[src/rtl/uart_transmitter.sv]
// Byte-wide UART transmit stage: small FIFO feeding a start/8-data/odd-parity/stop
// serializer, with bit timing from a clock-enable divider on the system clock.
module uart_transmitter #(
  parameter int CLKS_PER_BIT = 2,
  parameter int FIFO_DEPTH   = 4
) (
  input  logic                          clk,
  input  logic                          rst_n,
  input  logic [7:0]                    data_in,
  input  logic                          data_valid,
  output logic                          data_accept,
  output logic                          tx,
  output logic                          busy,
  output logic [$clog2(FIFO_DEPTH):0]   fifo_count,
  output logic                          overflow,
  output logic [2:0]                    o_dbg_state
);

  localparam int AW = $clog2(FIFO_DEPTH);
  localparam int BW = (CLKS_PER_BIT > 1) ? $clog2(CLKS_PER_BIT) : 1;
  localparam logic [BW-1:0] BAUD_LAST = BW'(CLKS_PER_BIT - 1);

  localparam logic [2:0] S_IDLE   = 3'd0;
  localparam logic [2:0] S_START  = 3'd1;
  localparam logic [2:0] S_DATA   = 3'd2;
  localparam logic [2:0] S_PARITY = 3'd3;
  localparam logic [2:0] S_STOP   = 3'd4;

  // Handshake: a byte is taken on a rising edge where data_valid && data_accept;
  // data_accept depends only on the registered count, never on a same-cycle pop.

  logic [7:0]    r_mem [FIFO_DEPTH];
  logic [AW-1:0] r_wr_ptr;
  logic [AW-1:0] r_rd_ptr;
  logic [AW:0]   r_count;
  logic          r_overflow;

  logic [2:0]    r_state;
  logic [BW-1:0] r_baud;
  logic [2:0]    r_bit_idx;
  logic [7:0]    r_shift;
  logic          r_parity;
  logic          r_tx;

  logic          w_full;
  logic          w_push;
  logic          w_pop;
  logic          w_bit_end;
  logic [7:0]    w_head;

  assign w_full    = (r_count == (AW+1)'(FIFO_DEPTH));
  assign w_push    = data_valid && !w_full;
  assign w_bit_end = (r_baud == BAUD_LAST);
  assign w_head    = r_mem[r_rd_ptr];
  assign w_pop     = (r_count != '0) &&
                     ((r_state == S_IDLE) || ((r_state == S_STOP) && w_bit_end));

  assign data_accept = !w_full;
  assign tx          = r_tx;
  assign busy        = (r_state != S_IDLE);
  assign fifo_count  = r_count;
  assign overflow    = r_overflow;
  assign o_dbg_state = r_state;

  // Storage carries no reset; validity is tracked entirely by the pointers/count.
  always_ff @(posedge clk) begin
    if (w_push) r_mem[r_wr_ptr] <= data_in;
  end

  always_ff @(posedge clk or negedge rst_n) begin
    if (!rst_n) begin
      r_wr_ptr   <= '0;
      r_rd_ptr   <= '0;
      r_count    <= '0;
      r_overflow <= 1'b0;
    end else begin
      r_overflow <= data_valid && w_full;
      if (w_push) r_wr_ptr <= r_wr_ptr + AW'(1);
      if (w_pop)  r_rd_ptr <= r_rd_ptr + AW'(1);
      case ({w_push, w_pop})
        2'b10:   r_count <= r_count + (AW+1)'(1);
        2'b01:   r_count <= r_count - (AW+1)'(1);
        default: r_count <= r_count;
      endcase
    end
  end

  always_ff @(posedge clk or negedge rst_n) begin
    if (!rst_n) begin
      r_state   <= S_IDLE;
      r_baud    <= '0;
      r_bit_idx <= '0;
      r_shift   <= '0;
      r_parity  <= 1'b0;
      r_tx      <= 1'b1;
    end else begin
      case (r_state)
        S_IDLE: begin
          r_baud <= '0;
          r_tx   <= 1'b1;
          if (w_pop) begin
            r_shift  <= w_head;
            r_parity <= ~^w_head;
            r_state  <= S_START;
            r_tx     <= 1'b0;
          end
        end
        S_START: begin
          if (w_bit_end) begin
            r_baud    <= '0;
            r_bit_idx <= '0;
            r_state   <= S_DATA;
            r_tx      <= r_shift[0];
          end else begin
            r_baud <= r_baud + BW'(1);
          end
        end
        S_DATA: begin
          if (w_bit_end) begin
            r_baud <= '0;
            if (r_bit_idx == 3'd7) begin
              r_state <= S_PARITY;
              r_tx    <= r_parity;
            end else begin
              r_shift   <= {1'b0, r_shift[7:1]};
              r_bit_idx <= r_bit_idx + 3'd1;
              r_tx      <= r_shift[1];
            end
          end else begin
            r_baud <= r_baud + BW'(1);
          end
        end
        S_PARITY: begin
          if (w_bit_end) begin
            r_baud  <= '0;
            r_state <= S_STOP;
            r_tx    <= 1'b1;
          end else begin
            r_baud <= r_baud + BW'(1);
          end
        end
        S_STOP: begin
          if (w_bit_end) begin
            r_baud <= '0;
            // A queued byte starts its frame immediately, with no idle-high bit.
            if (w_pop) begin
              r_shift  <= w_head;
              r_parity <= ~^w_head;
              r_state  <= S_START;
              r_tx     <= 1'b0;
            end else begin
              r_state <= S_IDLE;
              r_tx    <= 1'b1;
            end
          end else begin
            r_baud <= r_baud + BW'(1);
          end
        end
        default: begin
          r_state <= S_IDLE;
          r_baud  <= '0;
          r_tx    <= 1'b1;
        end
      endcase
    end
  end

endmodule

[config.mk]
export PLATFORM = sky130hd
export DESIGN_NAME = uart_transmitter
export DESIGN_NICKNAME = d
export VERILOG_FILES = /design/src/rtl/uart_transmitter.sv
export SDC_FILE = /design/constraint.sdc
export NUM_CORES = 1
export LEC_CHECK = 0
export BUFFER_PORTS_ARGS = -buffer_cell sky130_fd_sc_hd__buf_2
export CAP_MARGIN = 20
export CORE_MARGIN = 5
export CORE_UTILIZATION = 45
export CTS_BUF_LIST = sky130_fd_sc_hd__clkbuf_16
export CTS_CLUSTER_DIAMETER = 30
export DETAILED_ROUTE_END_ITERATION = 8
export GPL_TIMING_DRIVEN = 0
export PLACE_DENSITY = 0.6
export RECOVER_POWER = 25
export SYNTH_ARGS = -nofsm -noshare
export SYNTH_HDL_FRONTEND = slang
export SYNTH_SLANG_ARGS = --single-unit
[constraint.sdc]
create_clock -name clk -period 3.1 [get_ports clk]
set_input_delay 0.155 -clock clk [delete_from_list [all_inputs] [get_ports clk]]
set_output_delay 0.155 -clock clk [all_outputs]
set_load 0.03 [all_outputs]
**Word-level counts from Yosys, hierarchy flattened**

Memory sizes are Yosys's and may differ from the RTL's.
Index checks and enable logic that the tools add are counted.

- Memory bits (writable): 32
- Logic and storage cells: 84
- Memories kept: 1
- Register bits after elaboration: 25
- Output and inout port bits: 10
- Bits of input ports: 11

Memories:

| memory | words | bits a word | rd ports | clocked after memory_dff | write ports | line | text |
|---|---|---|---|---|---|---|---|
| r_mem | 4 | 8 | 1 | 0 | 1 | 32 | `logic [7:0] r_mem [FIFO_DEPTH];` |

- Reduce and logical (&&, ||, !) cells: 20
- Equality and inequality tests: 15
- Add/subtract/negate cells: 6
- Multiplexer cells: 32

Operator list:

| cell | number |
|---|---|
| $mux W8 | 4 |
| $mux W3 | 9 |
| $pmux W8 S3 | 1 |
| $pmux W3 S5 | 1 |
| $ne A2 B2 Y1 const B | 7 |
| $mux W1 | 13 |
| $pmux W3 S2 | 2 |
| $reduce_and A4 Y1 | 3 |
| $eq A3 B3 Y1 const B | 3 |
| $reduce_bool A3 Y1 | 3 |
| $reduce_xnor A8 Y1 | 1 |
| $add A3 B1 Y3 const B | 2 |
| $eq A3 B2 Y1 const B | 2 |
| $reduce_and A6 Y1 | 1 |
| $reduce_bool A2 Y1 | 3 |
| $pmux W1 S5 | 1 |
| $add A2 B1 Y2 const B | 2 |
| $logic_and A1 B1 Y1 | 4 |
| $reduce_or A4 Y1 | 1 |
| $eq A3 B1 Y1 const B | 1 |
| $logic_not A3 Y1 | 1 |
| $sub A3 B1 Y3 const B | 1 |
| $eq A2 B1 Y1 const B | 1 |
| $eq A2 B2 Y1 const B | 1 |
| 5 further kinds | 5 |

**Depth between registers and ports, before layout**

- Depth after elaboration: 7
- Gate-level depth with buffers: 9
- Mapped depth without buffers: 9

**Least setup slack after synthesis**

No wires, ideal clock.

- Path kind: register -> register
- From: reg r_state[2] (netlist: o_dbg_state[2])
- To: reg r_count[2] (netlist: fifo_count[2])
- Library setup time: 81 ps
- Required time: 3019 ps
- Period minus slack after synthesis: 2320 ps
- Arrival: 2239 ps
- Path buffers: 1
- Path slack: 780 ps
- Cell stages (with the launch flop): 10
- Path through: dfrtp_1 -> clkbuf_1 -> a21o_1 -> nor3_2 -> ha_1 -> inv_1 -> fa_1 -> xor2_1 -> nor2_1 -> xor2_1

- Longest elaborated chain between the ends: 6
- Elaborated cells on any way between the ends: 9
- Those cells by class: 3 x eq/ne; 1 x mux; 5 x reduce/logical

Ends and longest elaborated chain:

| what | line | text |
|---|---|---|
| start, declared | 38 | `logic [2:0] r_state;` |
| start signal, assigned | 90 | `r_state <= S_IDLE;` |
| start signal, assigned | 104 | `r_state <= S_START;` |
| start signal, assigned | 112 | `r_state <= S_DATA;` |
| $eq A3 B3 Y1 | 56 | `((r_state == S_IDLE) \|\| ((r_state == S_STOP) && w_bit_end));` |
| $logic_and A1 B1 Y1 | 56 |  |
| $logic_or A1 B1 Y1 (*) | 56 |  |
| $logic_and A1 B1 Y1 (*) | 55 | `assign w_pop = (r_count != '0) &&` |
| named net w_pop | 47 | `logic w_pop;` |
| $eq A2 B1 Y1 or $eq A2 B2 Y1 (tied branches) | 80 | `case ({w_push, w_pop})` |
| $pmux W3 S2 or $reduce_bool A2 Y1 (tied branches) | -- |  |
| end signal, assigned | 81 | `2'b10: r_count <= r_count + (AW+1)'(1);` |
| end signal, assigned | 82 | `2'b01: r_count <= r_count - (AW+1)'(1);` |
| end signal, assigned | 83 | `default: r_count <= r_count;` |
| end, declared | 35 | `logic [AW:0] r_count;` |

The timed path passes the listed nets; every way through them passes the cells marked *.
A chain may end at the register's enable or synchronous reset.

**Worst setup path in the final report**

Ends and elaborated chain as after synthesis.

==> results.json <==
{
  "drt_wl_total_um": 4500,
  "crit_chain": "clkbuf_1, a21o_1, nor3_2, ha_1, inv_1, fa_1, xor2_1, nor2_1, xor2_1",
  "cts_made_buffers": 9,
  "drtIter0Drc": 67,
  "p_leak_uw": 0.00124,
  "cts_sinks": 57,
  "rows": 27,
  "fin_skew_ns": 0.00446,
  "syn_area_per_cell_um2": 15.2,
  "tightest_slew_ns": 0.729,
  "mostFrequentLayoutCells": "edfxtp_1 (32), dfrtp_1 (24), mux2_2 (18)",
  "vias": 1440,
  "wl_per_cell_um": 16.3,
  "grt.met2_usage_pct": 24.1,
  "drt_pre_antenna_iters": 5,
  "use_met1_pct": 15.1,
  "crit_slowest_cell": "nor3_2",
  "final.period_utilization_pct": 80.7,
  "reg2reg_from": "o_dbg_state[2]",
  "drv_cap": 0,
  "ys_types": 36,
  "status": "completed",
  "final_hold_viol_count": 0,
  "hold_path_class": "input port to register",
  "die_h_um": 85.2,
  "cts_hold_buffers": 1,
  "hpwl_um": 3080,
  "tns_ns": 0,
  "slowest_delay_ns": 0.42,
  "end_kind": "register",
  "grt_usage_pct": 13.8,
  "placedCellCount": 259,
  "ys_ff_latch": 57,
  "cts_htree_levels": 3,
  "port_buffers": 20,
  "grt_setup_unrepaired": "no",
  "final_common_cell": "edfxtp_1",
  "cts_tree": "done",
  "yosys_warnings": 0,
  "die_w_um": 85.2,
  "multiInputGateArea_um2": 897,
  "grt_util_met3_pct": 4.08,
  "intPower_uw": 2640,
  "grt_remaining_overflow": 0,
  "gp_congestion": 0.757,
  "ctsResizeCount": 0,
  "slew_violations": 0,
  "top_usage_layer": "met2",
  "pre_cts_ws_ns": 0.603,
  "register_area_um2": 1590,
  "fin_nets": 218,
  "swShare_pct": 32.4,
  "required_ns": 3.34,
  "power_density_nw_per_um2": 1260,
  "postRouteAntennaNets": 0,
  "clock_latency_ns": 0.32,
  "cp-startpoint": "o_dbg_state[2]",
  "grt_max_degree": 26,
  "worstHoldStart": "data_in[6]",
  "min_period_ns": 2.50,
  "core_region_area_um2": 5510,
  "worstPathArrival_ns": 2.74,
  "layout-drive-gt1-share_pct": 27.9,
  "grt_pass1_wl_um": 7510,
  "netlist_area_um2": 2540,
  "layout.cells.non_filler": 276,
  "crit_top_cell": "xor2_1",
  "die_area_um2": 7250,
  "finalSetupViolations": 0,
  "path_clk_slew_ns": 0.05,
  "syn_nets": 186,
  "pwr-share-comb_pct": 39.0,
  "drc_errors": 0,
  "cts_root_buf": "clkbuf_16",
  "fillers": 456,
  "critPathMaxFanout": 10,
  "post_cts_buffers": 0,
  "antenna_found_initial": 0,
  "ys_seq_area_share_pct": 62.5,
  "seqPwrFrac_pct": 30.8,
  "synthCells": 167,
  "start_kind": "register",
  "ir_drop_mv": 0.614,
  "clkPwrFrac_pct": 30.2,
  "diodes": 0,
  "netSwitchingPower_uw": 1260,
  "via_per_inst": 5.22,
  "grt_pass1_vias": 1561,
  "path_class": "register to register",
  "syn2layout_area_growth_pct": 21.6,
  "cts_buffer_depth": 2,
  "fmax_ghz": 0.400,
  "relSlewSlack_pct": 51.2,
  "io_pins": 21,
  "fin_ws_ns": 0.599,
  "start_util_pct": 46.2
}
[path summary, 6_finish.rpt]
check,cells after the start,endpoint,slack (ns)
worst max-delay path,9,fifo_count[2],0.60
worst min-delay path,1,r_mem[1][6],0.09
worst max register to register,9,fifo_count[2],0.60
worst min register to register,1,r_shift[4],0.51
max in group asynchronous,2,r_wr_ptr[0],2.36
min in group asynchronous,2,r_bit_idx[0],0.36
[power by group through the flow]
stage / clock (uW) / sequential [uW] / combinational (uW)
5_1_grt: 1240 / 1230 / 1660
3_5_place_dp: 0 / 1220 / 1520
6_report: 1180 / 1200 / 1520
4_1_cts: 1190 / 1210 / 1550
2_1_floorplan: 0 / 1270 / 1120
3_3_place_gp: 0 / 1200 / 1470
[cells by family after synthesis]
family,after synthesis,share of synthesized area [%]
fa+ha+maj,8,4.23
xor+xnor,14,4.82
simple gates,30,6.10
compound gates,17,4.28
mux,28,15.8
flops,57,62.5
buf+inv,13,2.26
[synthesized netlist by cell type (all sizes together)]
master / count / area (um^2)
a22o: 2 / 17.5
o21a: 1 / 7.51
nand2b: 1 / 6.26
fa: 1 / 20.0
o22a: 1 / 8.76
edfxtp: 32 / 961
mux2: 18 / 203
nor2: 8 / 32.5
xor2: 4 / 35.0
a32oi: 1 / 8.76
nor3: 2 / 15.0
o21bai: 1 / 7.51
dfstp: 1 / 26.3
a21oi: 3 / 15.0
and3: 6 / 37.5
o21ai: 6 / 30.0
clkbuf: 3 / 12.5
dfrtp: 24 / 601
ha: 7 / 87.6
nor2b: 3 / 18.8
a21o: 1 / 7.51
xnor2: 10 / 87.6
nand3: 2 / 10.0
inv: 8 / 30.0
mux4: 8 / 180
nand2: 6 / 22.5
mux2i: 2 / 20.0
nor4: 1 / 6.26
buf: 2 / 15.0
o22ai: 1 / 6.26
or3: 1 / 6.26
[worst max-delay path, delay by kind of cell, from the launching register on]
kind            cells  cell delay, ns
flops               1            0.38
simple gates        2            0.54
xor+xnor            2            0.32
fa+ha+maj           2            0.66
compound gates      1            0.24
buf+inv             2            0.28
[flip-flops by register name, indices dropped and copies added (netlist names)]
name         count
tx               1
r_bit_idx        3
r_baud           1
r_shift          8
r_parity         1
fifo_count       3
overflow         1
o_dbg_state      3
r_rd_ptr         2
r_mem           32
r_wr_ptr         2
[routing by layer]
layer,vias up,part of all wire (%)
li1,683,-
met1,722,41
met2,25,54
met3,10,3.3
met4,0,2.1
met5,-,0
[through the flow]
step           instance area, um^2  hold WS [ns]  utilization [%]  power (uW)
6_report                      3090        0.0929             56.1        3900
5_1_grt                       3090        0.0925             56.1        4130
4_1_cts                       3100        0.0424             56.3        3950
3_5_place_dp                  2730         0.186             49.6        2740
3_3_place_gp                  2730         0.170             49.6        2660
2_1_floorplan                 2540        -0.141                -        2390
[final cells by class]
class                           instances  area share, %
Sequential cell                        57           51.4
Multi-Input combinational cell         97           29.0
Tap cell                               72           2.91
Clock inverter                          7           4.29
Inverter                                8          0.972
Clock buffer                            9           7.29
Buffer                                  5          0.891
Timing Repair Buffer                   21           3.24
Power figures use the tool's default switching activity.
